[config.mk]
export PLATFORM = sky130hd
export DESIGN_NAME = rx_word_aligner
export DESIGN_NICKNAME = d
export VERILOG_FILES = /design/src/rtl/rx_word_aligner.sv
export SDC_FILE = /design/constraint.sdc
export NUM_CORES = 1
export LEC_CHECK = 0
export ABC_AREA = 1
export CAP_MARGIN = 10
export CORE_MARGIN = 8
export CORE_UTILIZATION = 55
export DETAILED_ROUTE_END_ITERATION = 16
export HOLD_SLACK_MARGIN = 0.12
export PLACE_DENSITY = 0.76
export SYNTH_ARGS = -nofsm -noshare
export SYNTH_HDL_FRONTEND = slang
export SYNTH_SLANG_ARGS = --single-unit
[constraint.sdc]
create_clock -name clk -period 4.4 [get_ports clk]
set_input_delay 0.44 -clock clk [delete_from_list [all_inputs] [get_ports clk]]
set_output_delay 0.44 -clock clk [all_outputs]
set_load 0.005 [all_outputs]
[src/rtl/rx_word_aligner.sv]
// rx_word_aligner: recovers 10-bit code-group boundaries from the serial
// bitstream by hunting for K28.5 commas. It qualifies the alignment through
// HUNT/SYNC/LOCKED before asserting `locked`, and returns to HUNT after
// repeated misaligned commas. Words leave LSB-first-received in bit 0.
module rx_word_aligner #(
  parameter int LOCK_COUNT = 3,
  parameter int LOSS_COUNT = 4
) (
  input  logic       clk,
  input  logic       rst,
  input  logic       ser_in,
  input  logic       ser_valid,
  output logic [9:0] word_out,
  output logic       word_valid,
  output logic       is_comma,
  output logic       locked
);

  localparam int CW = $clog2(LOCK_COUNT + 1);
  localparam int EW = $clog2(LOSS_COUNT + 1);
  localparam logic [CW-1:0] LOCK_LIM = CW'(LOCK_COUNT);
  localparam logic [CW-1:0] CNT_ONE  = CW'(1);
  localparam logic [EW-1:0] LOSS_LIM = EW'(LOSS_COUNT);
  localparam logic [EW-1:0] ERR_ONE  = EW'(1);

  typedef enum logic [1:0] {
    ST_HUNT   = 2'd0,
    ST_SYNC   = 2'd1,
    ST_LOCKED = 2'd2
  } state_t;

  // K28.5 in either running disparity
  function automatic logic is_k28_5(input logic [9:0] w);
    return (w == 10'h17C) || (w == 10'h283);
  endfunction

  state_t          state_r, state_nxt_s;
  logic [9:0]      win_r, win_nxt_s;
  logic [3:0]      bit_cnt_r, bit_cnt_nxt_s;
  logic [CW-1:0]   comma_cnt_r, comma_cnt_nxt_s, comma_cnt_inc_s;
  logic [EW-1:0]   err_cnt_r, err_cnt_nxt_s, err_cnt_inc_s;
  logic [9:0]      word_out_r, word_out_nxt_s;
  logic            word_valid_r, word_valid_nxt_s;
  logic            is_comma_r, is_comma_nxt_s;
  logic            locked_r, locked_nxt_s;
  logic [9:0]      nwin_s;
  logic            comma_s;
  logic            boundary_s;

  // Detection works on the window as it will look after this strobe's shift
  assign nwin_s     = {ser_in, win_r[9:1]};
  assign comma_s    = is_k28_5(nwin_s);
  assign boundary_s = (bit_cnt_r == 4'd9);

  // Saturating increments; counters never wrap past their limits
  assign comma_cnt_inc_s = (comma_cnt_r == LOCK_LIM) ? comma_cnt_r : comma_cnt_r + CNT_ONE;
  assign err_cnt_inc_s   = (err_cnt_r == LOSS_LIM) ? err_cnt_r : err_cnt_r + ERR_ONE;

  assign word_out   = word_out_r;
  assign word_valid = word_valid_r;
  assign is_comma   = is_comma_r;
  assign locked     = locked_r;

  // State, shift window, counters and registered outputs
  always_ff @(posedge clk or posedge rst) begin
    if (rst) begin
      state_r      <= ST_HUNT;
      win_r        <= 10'd0;
      bit_cnt_r    <= 4'd0;
      comma_cnt_r  <= '0;
      err_cnt_r    <= '0;
      word_out_r   <= 10'd0;
      word_valid_r <= 1'b0;
      is_comma_r   <= 1'b0;
      locked_r     <= 1'b0;
    end else begin
      state_r      <= state_nxt_s;
      win_r        <= win_nxt_s;
      bit_cnt_r    <= bit_cnt_nxt_s;
      comma_cnt_r  <= comma_cnt_nxt_s;
      err_cnt_r    <= err_cnt_nxt_s;
      word_out_r   <= word_out_nxt_s;
      word_valid_r <= word_valid_nxt_s;
      is_comma_r   <= is_comma_nxt_s;
      locked_r     <= locked_nxt_s;
    end
  end

  // Next-state and output decode; nothing advances without a bit strobe
  always_comb begin
    state_nxt_s      = state_r;
    win_nxt_s        = win_r;
    bit_cnt_nxt_s    = bit_cnt_r;
    comma_cnt_nxt_s  = comma_cnt_r;
    err_cnt_nxt_s    = err_cnt_r;
    word_out_nxt_s   = word_out_r;
    word_valid_nxt_s = 1'b0;
    is_comma_nxt_s   = is_comma_r;
    locked_nxt_s     = locked_r;
    if (ser_valid) begin
      win_nxt_s = nwin_s;
      if (boundary_s) begin
        bit_cnt_nxt_s = 4'd0;
      end else begin
        bit_cnt_nxt_s = bit_cnt_r + 4'd1;
      end
      case (state_r)
        ST_HUNT: begin
          if (comma_s) begin
            word_out_nxt_s   = nwin_s;
            word_valid_nxt_s = 1'b1;
            is_comma_nxt_s   = 1'b1;
            bit_cnt_nxt_s    = 4'd0;
            if (LOCK_COUNT == 1) begin
              state_nxt_s  = ST_LOCKED;
              locked_nxt_s = 1'b1;
            end else begin
              comma_cnt_nxt_s = CNT_ONE;
              state_nxt_s     = ST_SYNC;
            end
          end else begin
            state_nxt_s = ST_HUNT;
          end
        end
        ST_SYNC: begin
          if (comma_s && !boundary_s) begin
            // Comma at a new phase: restart qualification from here
            word_out_nxt_s   = nwin_s;
            word_valid_nxt_s = 1'b1;
            is_comma_nxt_s   = 1'b1;
            bit_cnt_nxt_s    = 4'd0;
            comma_cnt_nxt_s  = CNT_ONE;
          end else if (boundary_s) begin
            word_out_nxt_s   = nwin_s;
            word_valid_nxt_s = 1'b1;
            is_comma_nxt_s   = comma_s;
            if (comma_s) begin
              comma_cnt_nxt_s = comma_cnt_inc_s;
              if (comma_cnt_inc_s == LOCK_LIM) begin
                state_nxt_s  = ST_LOCKED;
                locked_nxt_s = 1'b1;
              end else begin
                state_nxt_s = ST_SYNC;
              end
            end else begin
              comma_cnt_nxt_s = comma_cnt_r;
            end
          end else begin
            state_nxt_s = ST_SYNC;
          end
        end
        ST_LOCKED: begin
          if (comma_s && !boundary_s) begin
            // Misaligned comma is counted, never emitted
            if (err_cnt_inc_s == LOSS_LIM) begin
              state_nxt_s     = ST_HUNT;
              comma_cnt_nxt_s = '0;
              err_cnt_nxt_s   = '0;
              locked_nxt_s    = 1'b0;
            end else begin
              err_cnt_nxt_s = err_cnt_inc_s;
            end
          end else if (boundary_s) begin
            word_out_nxt_s   = nwin_s;
            word_valid_nxt_s = 1'b1;
            is_comma_nxt_s   = comma_s;
            if (comma_s) begin
              err_cnt_nxt_s = '0;
            end else begin
              err_cnt_nxt_s = err_cnt_r;
            end
          end else begin
            state_nxt_s = ST_LOCKED;
          end
        end
        default: begin
          state_nxt_s     = ST_HUNT;
          comma_cnt_nxt_s = '0;
          err_cnt_nxt_s   = '0;
          locked_nxt_s    = 1'b0;
        end
      endcase
    end else begin
      word_valid_nxt_s = 1'b0;
    end
  end

endmodule
==> out/metrics.yaml <==
p_switching_w: 0.000421
post-route-min-period_ns: 2.41
die_h_um: 76.9
drcViolationCount: 0
max_freq_mhz: 415
grt_pass1_vias: 1602
cts_root_buf: "clkbuf_8"
min_path_type: "reg2reg"
critPathKind: "in2reg"
status: "completed"
syn_area_per_cell_um2: 7.17
postLayoutCoreUtil_pct: 64.3
synthTopCellsByArea: "dfrtp_1 (41%), nand2_1 (16%), o21ai_0 (7.4%)"
comb_power_share_pct: 39.3
synth_top_area_share_pct: 40.5
clk_path_buf_depth: 2
synth_top_area_cell: "dfrtp_1"
fin_ws_ns: 1.99
routabilityCongestion: 0.882
cts.sinks: 33
internal-power_w: 0.000739
nNetsFinal: 313
cts_buffers: 5
diodes: 0
cp-start-kind: "input port"
port_buffers: 16
start_util_pct: 56.5
synth_area_mm2: 0.00204
tritoncts: "done"
drtIter0Drc: 115
synth_cell_types: 28
wl_per_cell_um: 11.8
max_slew_margin_pct: 51.8
crit_arrival_ns: 2.64
clock_skew_ns: 0.00492
cts-hold-fix-buffers: 0
worst_ep_required_time_ns: 4.63
synthToLayoutAreaGrowth_pct: 13.8
hold_violations: 0
pin_count: 17
clk_latency_ns: 0.29
clk_pin_slew_worst_paths_ns: 0.06
worst_pin_slew_ns: 0.720
track_usage_pct: 14.8
power_leakage_nw: 1.19
maxCapViolations: 0
die_w_um: 76.9
p_seq_share_pct: 40.9
post_cts_resized: 0
cp_max_fo: 25
clkPwrFrac_pct: 19.7
ant_nets: 0
ir_worst_vdd_uv: 285
ys_ff_latch: 33
rsz0062_at_grt: "false"
cts_setup_buffers: 0
vias: 1775
end_kind: "flop"
gr-total-overflow: 0
dp_hpwl_um: 2920
vias_per_cell: 5.09
routed_wl_um: 4100
synthesis.nets: 296
tns_ns: 0
synthCells: 284
dieArea_mm2: 0.00591
setup_viol: 0
whs_ns: 0.512
synth_seq_area_share_pct: 40.5
swShare_pct: 36.3
grt_pass1_wl_um: 7250
fillers: 323
grt_start_max_net_pins: 34
rows: 22
core_area_mm2: 0.00361
drive_above_1_share_pct: 6.98
antenna_found_initial: 0
ys.warnings.count: 0
dp_slack_ns: 1.70
slew_viol_final: 0
power_density_mw_per_mm2: 500
finalCritPeriodShare_pct: 54.7
h-tree-depth: 2
dr.pass1.iters: 4
## final timing paths
kind	slack [ns]	end	from	cells after the start
max	1.99	word_out[8]	ser_valid	9
min	0.51	err_cnt_r[1]	err_cnt_r[1]	2
max reg2reg	2.19	word_out[8]	bit_cnt_r[1]	10
min reg2reg	0.51	err_cnt_r[1]	err_cnt_r[1]	2
max in group asynchronous	3.56	word_out[7]	rst	3
min in group asynchronous	0.54	win_r[3]	rst	3
## critical path, stage by stage
cell and delay (ns):
clkdlybuf4s50_1 0.93, inv_1 0.21, nor2_1 0.19, nand2_2 0.09, nor2_4 0.39, inv_1 0.15
nor2_1 0.11, nand2_1 0.06, nand2_1 0.05
## Yosys cell counts, drive strengths merged
master	number
nand2	90
inv	39
dfrtp	33
nor2	32
o21ai	31
nand3	20
a21oi	13
ha	8
clkbuf	6
a21boi	2
o2111ai	2
buf	1
mux2i	1
nand3b	1
nand4	1
nor3	1
o22ai	1
xnor2	1
xor2	1
## metrics by stage
stage	instance area [um2]	std cells	power [W]
global placement	2230	342	0.000935
detailed placement	2230	342	0.000940
floorplan	2040	284	0.000755
global route	2320	349	0.00126
finish	2320	349	0.00116
CTS	2320	349	0.00118
## registers in the layout, indices dropped and copies added (netlist names), 2 cells and up
| register | flops |
|---|---|
| state_r | 2 |
| bit_cnt_r | 4 |
| win_r | 9 |
| comma_cnt_r | 2 |
| word_out | 10 |
| err_cnt_r | 3 |
## layer usage
metal / global-route usage, % / share of wire [%] / vias up
li1: - / - / 925
met1: 20.0 / 49 / 801
met2: 21.5 / 43 / 43
met3: 3.96 / 6.2 / 6
met4: 6.35 / 1.8 / 0
met5: 0 / 0 / -
## power groups by stage
stage	Sequential [W]	Combinational [W]	Clock, W
global route	0.000488	0.000527	0.000249
CTS	0.000475	0.000465	0.000237
global placement	0.000477	0.000457	0
finish	0.000475	0.000456	0.000229
floorplan	0.000471	0.000284	0
detailed placement	0.000480	0.000461	0
## cell type report
type	count	area [um2]	share of cell area (%)
Clock buffer	7	86.3	3.73
Inverter	39	146	6.32
Multi-Input combinational cell	205	1030	44.5
Sequential cell	33	826	35.6
Tap cell	48	60.1	2.59
Timing Repair Buffer	17	168	7.24
## kinds of logic after synthesis
group,synth area share [%]
and+or+nand+nor,31.4
adders and majority gates,4.91
muxes,0.491
xor gates and xnor gates,0.860
buffers and inverters,8.85
DFF,40.5
AOI/OAI and AO/OA,12.9
## placed cells by master (no fill, tap or decap), types with 6 or more instances in the layout
cell type	netlist	routed
nand3_1	17	17
ha_1	8	8
clkbuf_8	0	6
inv_1	37	37
a21oi_1	12	12
nand2_1	85	85
dfrtp_1	33	33
clkdlybuf4s50_1	0	16
nor2_1	29	29
o21ai_0	30	30
Power figures use the tool's default switching activity.
